[src/rtl/handshake_const_check.sv]
// Accepts data tokens, forwards a control token for each one equal to CONST_VALUE,
// and keeps match/mismatch statistics with a sticky error and first-bad capture.
module handshake_const_check #(
   parameter int unsigned            DATA_WIDTH  = 32,
   parameter logic [DATA_WIDTH-1:0]  CONST_VALUE = '0,
   parameter int unsigned            CNT_WIDTH   = 16
) (
   input  logic                  clk,
   input  logic                  rst,
   input  logic [DATA_WIDTH-1:0] ins,
   input  logic                  ins_valid,
   output logic                  ins_ready,
   output logic                  outs_valid,
   input  logic                  outs_ready,
   input  logic                  clr,
   output logic                  err,
   output logic [DATA_WIDTH-1:0] first_bad,
   output logic [CNT_WIDTH-1:0]  match_cnt,
   output logic [CNT_WIDTH-1:0]  mismatch_cnt
);

   localparam logic [CNT_WIDTH-1:0] CNT_MAX = '1;

   typedef enum logic {
      EMPTY = 1'b0,
      FULL  = 1'b1
   } state_e;

   state_e                  state_q, state_d;
   logic [CNT_WIDTH-1:0]    match_cnt_q, match_cnt_d;
   logic [CNT_WIDTH-1:0]    mismatch_cnt_q, mismatch_cnt_d;
   logic                    err_q, err_d;
   logic [DATA_WIDTH-1:0]   first_bad_q, first_bad_d;
   logic                    accept;
   logic                    hit;
   logic                    miss;
   logic                    drain;

   // Handshake decode; ready stays high in reset so offered tokens are swallowed
   always_comb begin
      ins_ready = rst || (state_q == EMPTY) || outs_ready;
      accept    = ins_valid && ins_ready;
      hit       = accept && (ins == CONST_VALUE);
      miss      = accept && (ins != CONST_VALUE);
      drain     = (state_q == FULL) && outs_ready;
   end

   // Token FSM: next state and held control token
   always_comb begin
      state_d = state_q;
      case (state_q)
         EMPTY: if (hit) state_d = FULL;
         FULL:  if (drain && !hit) state_d = EMPTY;
         default: state_d = EMPTY;
      endcase
   end

   // Statistics; clr wins over a same-cycle accept
   always_comb begin
      match_cnt_d    = match_cnt_q;
      mismatch_cnt_d = mismatch_cnt_q;
      err_d          = err_q;
      first_bad_d    = first_bad_q;
      if (clr) begin
         match_cnt_d    = '0;
         mismatch_cnt_d = '0;
         err_d          = 1'b0;
         first_bad_d    = '0;
      end else begin
         if (hit && (match_cnt_q != CNT_MAX)) begin
            match_cnt_d = match_cnt_q + CNT_WIDTH'(1);
         end
         if (miss) begin
            if (mismatch_cnt_q != CNT_MAX) begin
               mismatch_cnt_d = mismatch_cnt_q + CNT_WIDTH'(1);
            end
            err_d = 1'b1;
            if (!err_q) first_bad_d = ins;
         end
      end
   end

   always_ff @(posedge clk) begin
      if (rst) begin
         state_q        <= EMPTY;
         match_cnt_q    <= '0;
         mismatch_cnt_q <= '0;
         err_q          <= 1'b0;
         first_bad_q    <= '0;
      end else begin
         state_q        <= state_d;
         match_cnt_q    <= match_cnt_d;
         mismatch_cnt_q <= mismatch_cnt_d;
         err_q          <= err_d;
         first_bad_q    <= first_bad_d;
      end
   end

   always_comb begin
      outs_valid   = (state_q == FULL);
      err          = err_q;
      first_bad    = first_bad_q;
      match_cnt    = match_cnt_q;
      mismatch_cnt = mismatch_cnt_q;
   end

endmodule

[config.mk]
export PLATFORM = sky130hd
export DESIGN_NAME = handshake_const_check
export DESIGN_NICKNAME = d
export VERILOG_FILES = /design/src/rtl/handshake_const_check.sv
export SDC_FILE = /design/constraint.sdc
export NUM_CORES = 1
export LEC_CHECK = 0
export CAP_MARGIN = 20
export CORE_ASPECT_RATIO = 0.7
export CORE_MARGIN = 2
export CORE_UTILIZATION = 42
export CTS_BUF_LIST = sky130_fd_sc_hd__clkbuf_8
export DETAILED_ROUTE_END_ITERATION = 10
export HOLD_SLACK_MARGIN = 0.03
export PLACE_DENSITY_LB_ADDON = 0.15
export SYNTH_ARGS = -nofsm -noshare
export SYNTH_HDL_FRONTEND = slang
export SYNTH_SLANG_ARGS = --single-unit
[constraint.sdc]
create_clock -name clk -period 1.8 [get_ports clk]
set_clock_uncertainty 0.1 [all_clocks]
set_input_delay 0.27 -clock clk [delete_from_list [all_inputs] [get_ports clk]]
set_output_delay 0.27 -clock clk [all_outputs]
set_load 0.05 [all_outputs]
After elaboration in Yosys (flattened, before gate mapping)
Cells that the tools add are included.
{"block": "totals", "inputBits": 37, "reg_bits": 66, "elab_cells": 28, "out_inout_bits": 67}
{"block": "op_classes", "addsub": 2, "eq_ne": 2, "reduce_logical": 14, "n_mux": 3, "bitwise_logic": 2}
{"operator": "$add 16x1->16 const B", "count": 2}
{"operator": "$logic_not 32->1", "count": 1}
{"operator": "$ne 16x16->1 const B", "count": 2}
{"operator": "$reduce_bool 32->1", "count": 1}
{"operator": "$logic_and 1x1->1", "count": 6}
{"operator": "$reduce_and 2->1", "count": 2}
{"operator": "$logic_or 1x1->1", "count": 2}
{"operator": "$mux 1", "count": 2}
{"operator": "$not 1->1", "count": 2}
{"operator": "$pmux 1 s2", "count": 1}
{"operator": "$reduce_or 2->1", "count": 1}
{"operator": "$logic_not 1->1", "count": 1}

Longest topological paths before layout
Gate-level depths: netlist (run 1).
{"block": "depth", "depth_word": 9, "depth_mapped": 8, "depth_no_buf": 6}

Worst setup path after synthesis (run 1)
No wires, ideal clock.
{"block": "synth_timing", "path_kind": "reg2reg", "start": "register state_q (netlist: outs_valid)", "end": "register mismatch_cnt_q[1] (netlist: mismatch_cnt[1])", "required_ns": 1.630, "t_arrival_ns": 2.150, "n_path_buf": 2, "path_slack_ns": -0.520, "path_stages_with_launch": 8, "path_cell_list": "dfxtp_1 or3b_1 and2_4 o21ai_2 buf_4 buf_4 o21ai_0 a21oi_1"}
{"block": "synth_between", "elab_chain_len": 6}
{"item": "from (decl)", "line_no": "29", "source": "state_e state_q, state_d;"}
{"item": "from (signal assigned)", "line_no": "91", "source": "state_q <= state_d;"}
{"item": "$not 1->1"}
{"item": "$logic_or 1x1->1 (2 in a row)", "line_no": "41", "source": "ins_ready = rst || (state_q == EMPTY) || outs_ready;"}
{"item": "net ins_ready", "line_no": "12", "source": "output logic ins_ready,"}
{"item": "$logic_and 1x1->1", "line_no": "42", "source": "accept = ins_valid && ins_ready;"}
{"item": "$logic_and 1x1->1", "line_no": "44", "source": "miss = accept && (ins != CONST_VALUE);"}
{"item": "$reduce_and 2->1 (no source line)"}
{"item": "to (signal assigned)", "line_no": "93", "source": "mismatch_cnt_q <= mismatch_cnt_d;"}
{"item": "to (decl)", "line_no": "31", "source": "logic [CNT_WIDTH-1:0] mismatch_cnt_q, mismatch_cnt_d;"}
The timed path passes the listed nets, and every way through them passes these cells.
A chain may end at the register's enable or synchronous reset.

Worst setup path after layout (run 1)
{"block": "layout_timing", "start": "register state_q (netlist: outs_valid)", "end": "register mismatch_cnt_q[8] (netlist: mismatch_cnt[8])"}
{"block": "layout_between", "elab_chain_len": 6}
{"item": "$not 1->1"}
{"item": "$logic_or 1x1->1 (2 in a row)", "line_no": "41"}
{"item": "$logic_and 1x1->1", "line_no": "42"}
{"item": "$logic_and 1x1->1", "line_no": "44"}
{"item": "$reduce_and 2->1 (no source line)"}
Every way passes these cells.

==> flow_summary.ini, run 1 <==
[hold_path]
holdCritStartpoint = ins[7]
hold_class = primary input to flop

[power_and_ir_drop]
p_leak_nw = 2.11
p_sw_w = 0.000883
pwr-share-comb = 0.135
power_frac_seq = 0.420
p_per_area_nw_per_um2 = 666
peakVddDrop_v = 0.000431
p_sw_frac = 0.250
power.share.clock = 0.445
internal-power_w = 0.00266

[grt]
grt_pass1_vias = 3062
grt-ovfl-total = 0
antenna_found_initial = 0
grt_max_degree = 65
grtUsageTotal = 0.241
grt_pass1_wl_um = 15200

[sta]
setup_ws_ns = -0.0250
period_share = 1.01
hold_viol_final = 0
rsz0062_at_grt = true
setup_violations = 7
worstMarginPinSlew_ns = 0.359
relSlewSlack = 0.759
slew_viol_final = 0
period_needed_ns = 1.83
clock.fmax_mhz = 548

[die]
coreArea_um2 = 7190
die_y_um = 75.5
ios = 104
die_x_um = 106
start_util = 0.426
num_rows = 26
dieArea_um2 = 8010

[layout]
multiInputGateArea_um2 = 1940
num-fill-cells = 537
drive_above_1_share = 0.482
n_antenna_cell = 0
finish.utilization = 0.739
seqCellArea_um2 = 1380
syn_to_final_growth_pct = 73.5
fin_nets = 575

[logic_synthesis]
netlist-cell-type-count = 35
synthCells = 369
synth_area_per_cell_um2 = 8.30
ys.flop_type = dfxtp_1
synthArstFlopShare = 0
synth-seq-cells = 66
synthMuxAreaShare = 0.0229
yosysSeqAreaShare = 0.431
synth_top_family_by_area = simple AND/OR/NAND/NOR gates
synth_compound_area_frac = 0.161
synthXorXnorAreaFrac = 0
syn-num-nets = 408
synthAdderAreaFrac = 0.00817
synth_edf_count = 0
syn_area_um2 = 3060
yosys.area_share.simple = 0.332
yosysWarnings = 0

[route]
wl_per_cell_um = 17.4
via_per_inst = 5.61
vias = 3584
ant_nets = 0
remaining_drc_errors = 0
dr.pass1.iters = 4
totalWireLength_um = 11100
drtIter0Drc = 236

[setup_path]
worst-path-stages = 6
crit_type = flop to flop
r2r.worst_path.cells = 6
critPathTopFamily = simple AND/OR/NAND/NOR gates
setup.worst_path.start = outs_valid
r2r-start = outs_valid
reg2reg_to = mismatch_cnt[8]
path_max_fanout = 8
startpoint_type = flop
crit_required_ns = 1.97
cp-endpoint = mismatch_cnt[8]
critPathBufInv = 1
worst_setup_path_end_kind = flop
crit_path_max_incr_delay_ns = 0.51
worstPathArrival_ns = 2.00
cp_slowest_cell = or4_4
r2r_slack_ns = -0.03
crit_path_cell_trace = or3b_4 > and2_4 > o21ai_4 > clkbuf_16 > or4_4 > a21oi_2

[clocking]
cts.sinks = 66
cts_htree_levels = 3
cts_hold_buf = 0
clk_path_buf_depth = 2
cts-buffers-inserted = 9
path_clk_slew_ns = 0.08
insertion_delay_ns = 0.34
cts_tree = done
ctsRootBufferMaster = clkbuf_8

[outcome]
violations = setup timing
status = finished, violations left

[placement]
dpl_worst_slack_ns = -0.642
port_buffers = 103
dp_hpwl_um = 6710
gp_congestion = 0.876

[run]
maxCapViolations = 0
## registers in the layout, indices dropped and copies added (netlist names)
register,cells
err,1
outs_valid,1
match_cnt,16
mismatch_cnt,16
first_bad,32
## cells in the mapped netlist, drive strengths merged (2+ instances only)
cell    number  area share
dfxtp       66        0.43
nand2       52       0.064
nand3       45       0.075
o21ai       41       0.068
a21oi       25       0.041
clkbuf      17       0.021
or4         16       0.039
nand4       15       0.031
o31ai       14       0.034
nor4        12       0.043
or3         12       0.024
buf         11       0.022
mux2i        7       0.023
and3         6       0.012
and4         5       0.014
nor2         5      0.0061
nor3         5      0.0082
ha           2      0.0082
inv          2      0.0025
o211ai       2      0.0065
## repair_timing
| item | CTS | global route |
|---|---|---|
| resized for setup | 68 | 85 |
| pin swaps | 19 | 27 |
| endpoints found under the setup margin | 64 | 64 |
| gates cloned | 1 | 8 |
| buffers inserted | 5 | 9 |
## kinds of logic after synthesis
logic type | after synthesis
AOI/OAI and AO/OA | 86
adders and majority gates | 2
buffers and inverters | 30
DFF | 66
muxes | 7
and+or+nand+nor | 178
## through the flow
step | instances | cell area, µm² | power (W) | setup TNS (ns) | hold slack, ns
floorplan | 369 | 3260 | 0.00172 | -2.12 | 0.310
global placement | 600 | 4550 | 0.00191 | -29.94 | 0.355
detailed placement | 600 | 4550 | 0.00192 | -32.23 | 0.363
CTS | 622 | 4920 | 0.00347 | -0.0250 | 0.160
global route | 639 | 5320 | 0.00364 | -1.72 | 0.109
finish | 639 | 5320 | 0.00354 | -0.0786 | 0.0888
## how the worst min path moves through the flow
stage                     to  depth (start not counted)
2_1_floorplan   first_bad[0]                          2
5_1_grt        first_bad[11]                          3
3_5_place_dp    first_bad[7]                          2
6_report        first_bad[7]                          3
4_1_cts         first_bad[7]                          3
3_3_place_gp    first_bad[6]                          2
## cells in the final DEF, fill, tap and decap left out, types with 3 or more instances in the layout
cell type,n
buf_4,126
and3_1,4
nor4_4,11
dlygate4sd2_1,10
buf_12,5
nand4_1,15
clkbuf_8,11
o21ai_0,17
nor2_1,3
dfxtp_2,15
or4_4,10
nand3_1,42
nand2_1,50
a21oi_1,16
o21ai_1,23
clkbuf_16,5
clkdlybuf4s50_1,3
bufinv_16,3
buf_6,10
o31ai_1,11
or3_1,11
or4_1,6
dfxtp_1,41
and4_4,3
dfxtp_4,10
a21oi_2,9
mux2i_1,7
o31ai_2,3
clkbuf_2,12
clkdlybuf4s15_1,8
## routing by layer
| metal | vias to the layer above | wire length [µm] | part of all wire | track usage |
|---|---|---|---|---|
| met5 | - | 0 | 0 | 0 |
| met4 | 0 | 144 | 0.013 | 0.0775 |
| li1 | 1730 | - | - | - |
| met3 | 16 | 571 | 0.051 | 0.0616 |
| met2 | 109 | 5450 | 0.49 | 0.396 |
| met1 | 1729 | 4940 | 0.44 | 0.317 |
## worst reg2reg max path, delay by kind of cell, from the launching register on
family / cells / cell delay (ns)
AO/OA/AOI/OAI: 2 / 0.23
flip-flops: 1 / 0.35
AND/OR/NAND/NOR: 3 / 0.92
buffers and inverters: 1 / 0.17
## power groups by stage
stage | Combinational, W | Sequential [W] | Clock (W)
global route | 0.000503 | 0.00149 | 0.00165
finish | 0.000477 | 0.00149 | 0.00158
floorplan | 0.000115 | 0.00161 | 0
global placement | 0.000395 | 0.00152 | 0
CTS | 0.000384 | 0.00148 | 0.00160
detailed placement | 0.000398 | 0.00152 | 0
## cell type report
| cell class | instances | area share |
|---|---|---|
| Timing Repair Buffer | 184 | 0.303 |
| Multi-Input combinational cell | 273 | 0.366 |
| Clock buffer | 11 | 0.0285 |
| Tap cell | 98 | 0.0231 |
| Clock inverter | 5 | 0.0188 |
| Inverter | 2 | 0.00141 |
| Sequential cell | 66 | 0.259 |
(Power assumes the default switching activity.)
==> inputs of run 2 (changes only) <==
--- a/config.mk
+++ b/config.mk
@@ -13,6 +13,7 @@
 export DETAILED_ROUTE_END_ITERATION = 10
 export HOLD_SLACK_MARGIN = 0.03
 export PLACE_DENSITY_LB_ADDON = 0.15
+export SLEW_MARGIN = 30
 export SYNTH_ARGS = -nofsm -noshare
 export SYNTH_HDL_FRONTEND = slang
 export SYNTH_SLANG_ARGS = --single-unit
==> results of run 2 <==
No change in the layout: final DEF, timing and power equal those of run 1.
==> inputs of run 3 (changes only) <==
--- a/config.mk
+++ b/config.mk
@@ -8,7 +8,7 @@
 export CAP_MARGIN = 20
 export CORE_ASPECT_RATIO = 0.7
 export CORE_MARGIN = 2
-export CORE_UTILIZATION = 42
+export CORE_UTILIZATION = 40
 export CTS_BUF_LIST = sky130_fd_sc_hd__clkbuf_8
 export DETAILED_ROUTE_END_ITERATION = 10
 export HOLD_SLACK_MARGIN = 0.03
==> flow_summary.ini, run 3 (same netlist as run 1, synthesis figures left out) <==
[layout]
n_antenna_cell = 0
syn_to_final_growth_pct = 72.8
multiInputGateArea_um2 = 1910
num-fill-cells = 579
mostFrequentLayoutCells = buf_4, nand2_1, nand3_1, dfxtp_1, o21ai_0
largest_reg_flops = 32
drive_above_1_share = 0.462
seqCellArea_um2 = 1380
layout_commonest_cell = buf_4
fin_nets = 580

[setup_path]
worst_setup_path_end_kind = flop
reg2reg_to = mismatch_cnt[7]
r2r-start = outs_valid
worstPathArrival_ns = 2.02
startpoint_type = primary input
r2r_slack_ns = -0.03
crit_required_ns = 1.98
setup.worst_path.start = ins[26]
r2r.worst_path.cells = 6
path_max_fanout = 6
crit_type = primary input to flop

[sta]
period_needed_ns = 1.84
hold_viol_final = 0
worstMarginPinSlew_ns = 0.360
timing.hold.ws_ns = 0.0947
period_share = 1.02
clock.fmax_mhz = 543
relSlewSlack = 0.758
setup_violations = 9
slew_viol_final = 0
setup_ws_ns = -0.0426
rsz0062_at_grt = true

[die]
die_y_um = 77.2
start_util = 0.417
ios = 104
coreArea_um2 = 7350
dieArea_um2 = 8390
num_rows = 26
die_x_um = 109

[clocking]
ctsRootBufferMaster = clkbuf_8
insertion_delay_ns = 0.35
cts_tree = done
cts_htree_levels = 3
cts-buffers-inserted = 9
path_clk_slew_ns = 0.07
clk_path_buf_depth = 2
cts.sinks = 66
cts_hold_buf = 0

[grt]
top_usage_layer = met2
met1_usage = 0.306
grt_pass1_vias = 3210
grt_pass1_wl_um = 15700
grt_use_met2 = 0.374
grtUsageTotal = 0.236
grt_max_degree = 33
met3_usage = 0.0680
antenna_found_initial = 0
grt-ovfl-total = 0

[run]
maxCapViolations = 0

[route]
vias = 3587
dr.pass1.iters = 4
totalWireLength_um = 10800
via_per_inst = 5.58
wl_per_cell_um = 16.8
remaining_drc_errors = 0
drtIter0Drc = 175
ant_nets = 0

[outcome]
violations = setup timing
status = finished, violations left

[hold_path]
holdCritStartpoint = ins[9]
holdPathStages = 3
hold_class = primary input to flop
hold_end = first_bad[9]

[power_and_ir_drop]
pwr-share-comb = 0.140
p_sw_frac = 0.255
internal-power_w = 0.00249
design_power_total_w = 0.00334
p_sw_w = 0.000850
p_leak_nw = 2.12
power.share.clock = 0.415
peakVddDrop_v = 0.000345
p_per_area_nw_per_um2 = 630
power_frac_seq = 0.445

[placement]
port_buffers = 103
dp_hpwl_um = 6930
dpl_worst_slack_ns = -0.707
gp_congestion = 0.923
run 3: layer usage:
layer  share of wire  up-vias  wire length [µm]
met5               0        -                 0
met3           0.059       14               642
met2            0.48      111              5230
li1                -     1730                 -
met1            0.44     1732              4800
met4           0.013        0               139
run 3: worst max-delay path, stage by stage:
cell,delay [ns]
clkdlybuf4s15_1,0.21
nor4_2,0.35
and4_4,0.30
nand3_4,0.10
buf_6,0.14
or4_4,0.51
a21oi_2,0.14
run 3: power by group through the flow:
stage	registers (W)	logic (W)	clock network, W
after CTS	0.00149	0.000394	0.00142
after global placement	0.00152	0.000406	0
final	0.00148	0.000467	0.00139
after floorplan	0.00161	0.000115	0
after detailed placement	0.00152	0.000411	0
after global routing	0.00149	0.000493	0.00147
run 3: per-stage QoR:
stage / area, µm² / setup TNS [ns] / utilization / instances
floorplan: 3260 / -2.12 / - / 369
global placement: 4620 / -29.71 / 0.628 / 607
detailed placement: 4620 / -33.05 / 0.628 / 607
CTS: 4900 / -0.00400 / 0.666 / 626
global route: 5290 / -2.41 / 0.720 / 643
finish: 5290 / -0.181 / 0.720 / 643
run 3: area by class of cell:
type	count	share of cell area
multi-input cells	273	0.361
well taps	98	0.0232
inverters	2	0.00142
flip-flops and latches	66	0.261
clock buffers	14	0.0364
repair buffers	189	0.312
clock inverters	1	0.00567
run 3: how the worst max path moves through the flow:
stage	to	slack, ns	cells past startpoint
2_1_floorplan	mismatch_cnt[11]	-0.18	8
3_3_place_gp	match_cnt[12]	-0.63	7
3_5_place_dp	match_cnt[12]	-0.71	7
4_1_cts	match_cnt[6]	-0.004	6
5_1_grt	first_bad[16]	-0.09	10
6_report	match_cnt[13]	-0.04	7
run 3: timing repair:
action,CTS,global route
setup endpoints to repair,66,63
pin swaps,18,25
buffers inserted,5,10
gates resized for setup,51,59
hold endpoints to repair,0,0
cloned,0,7
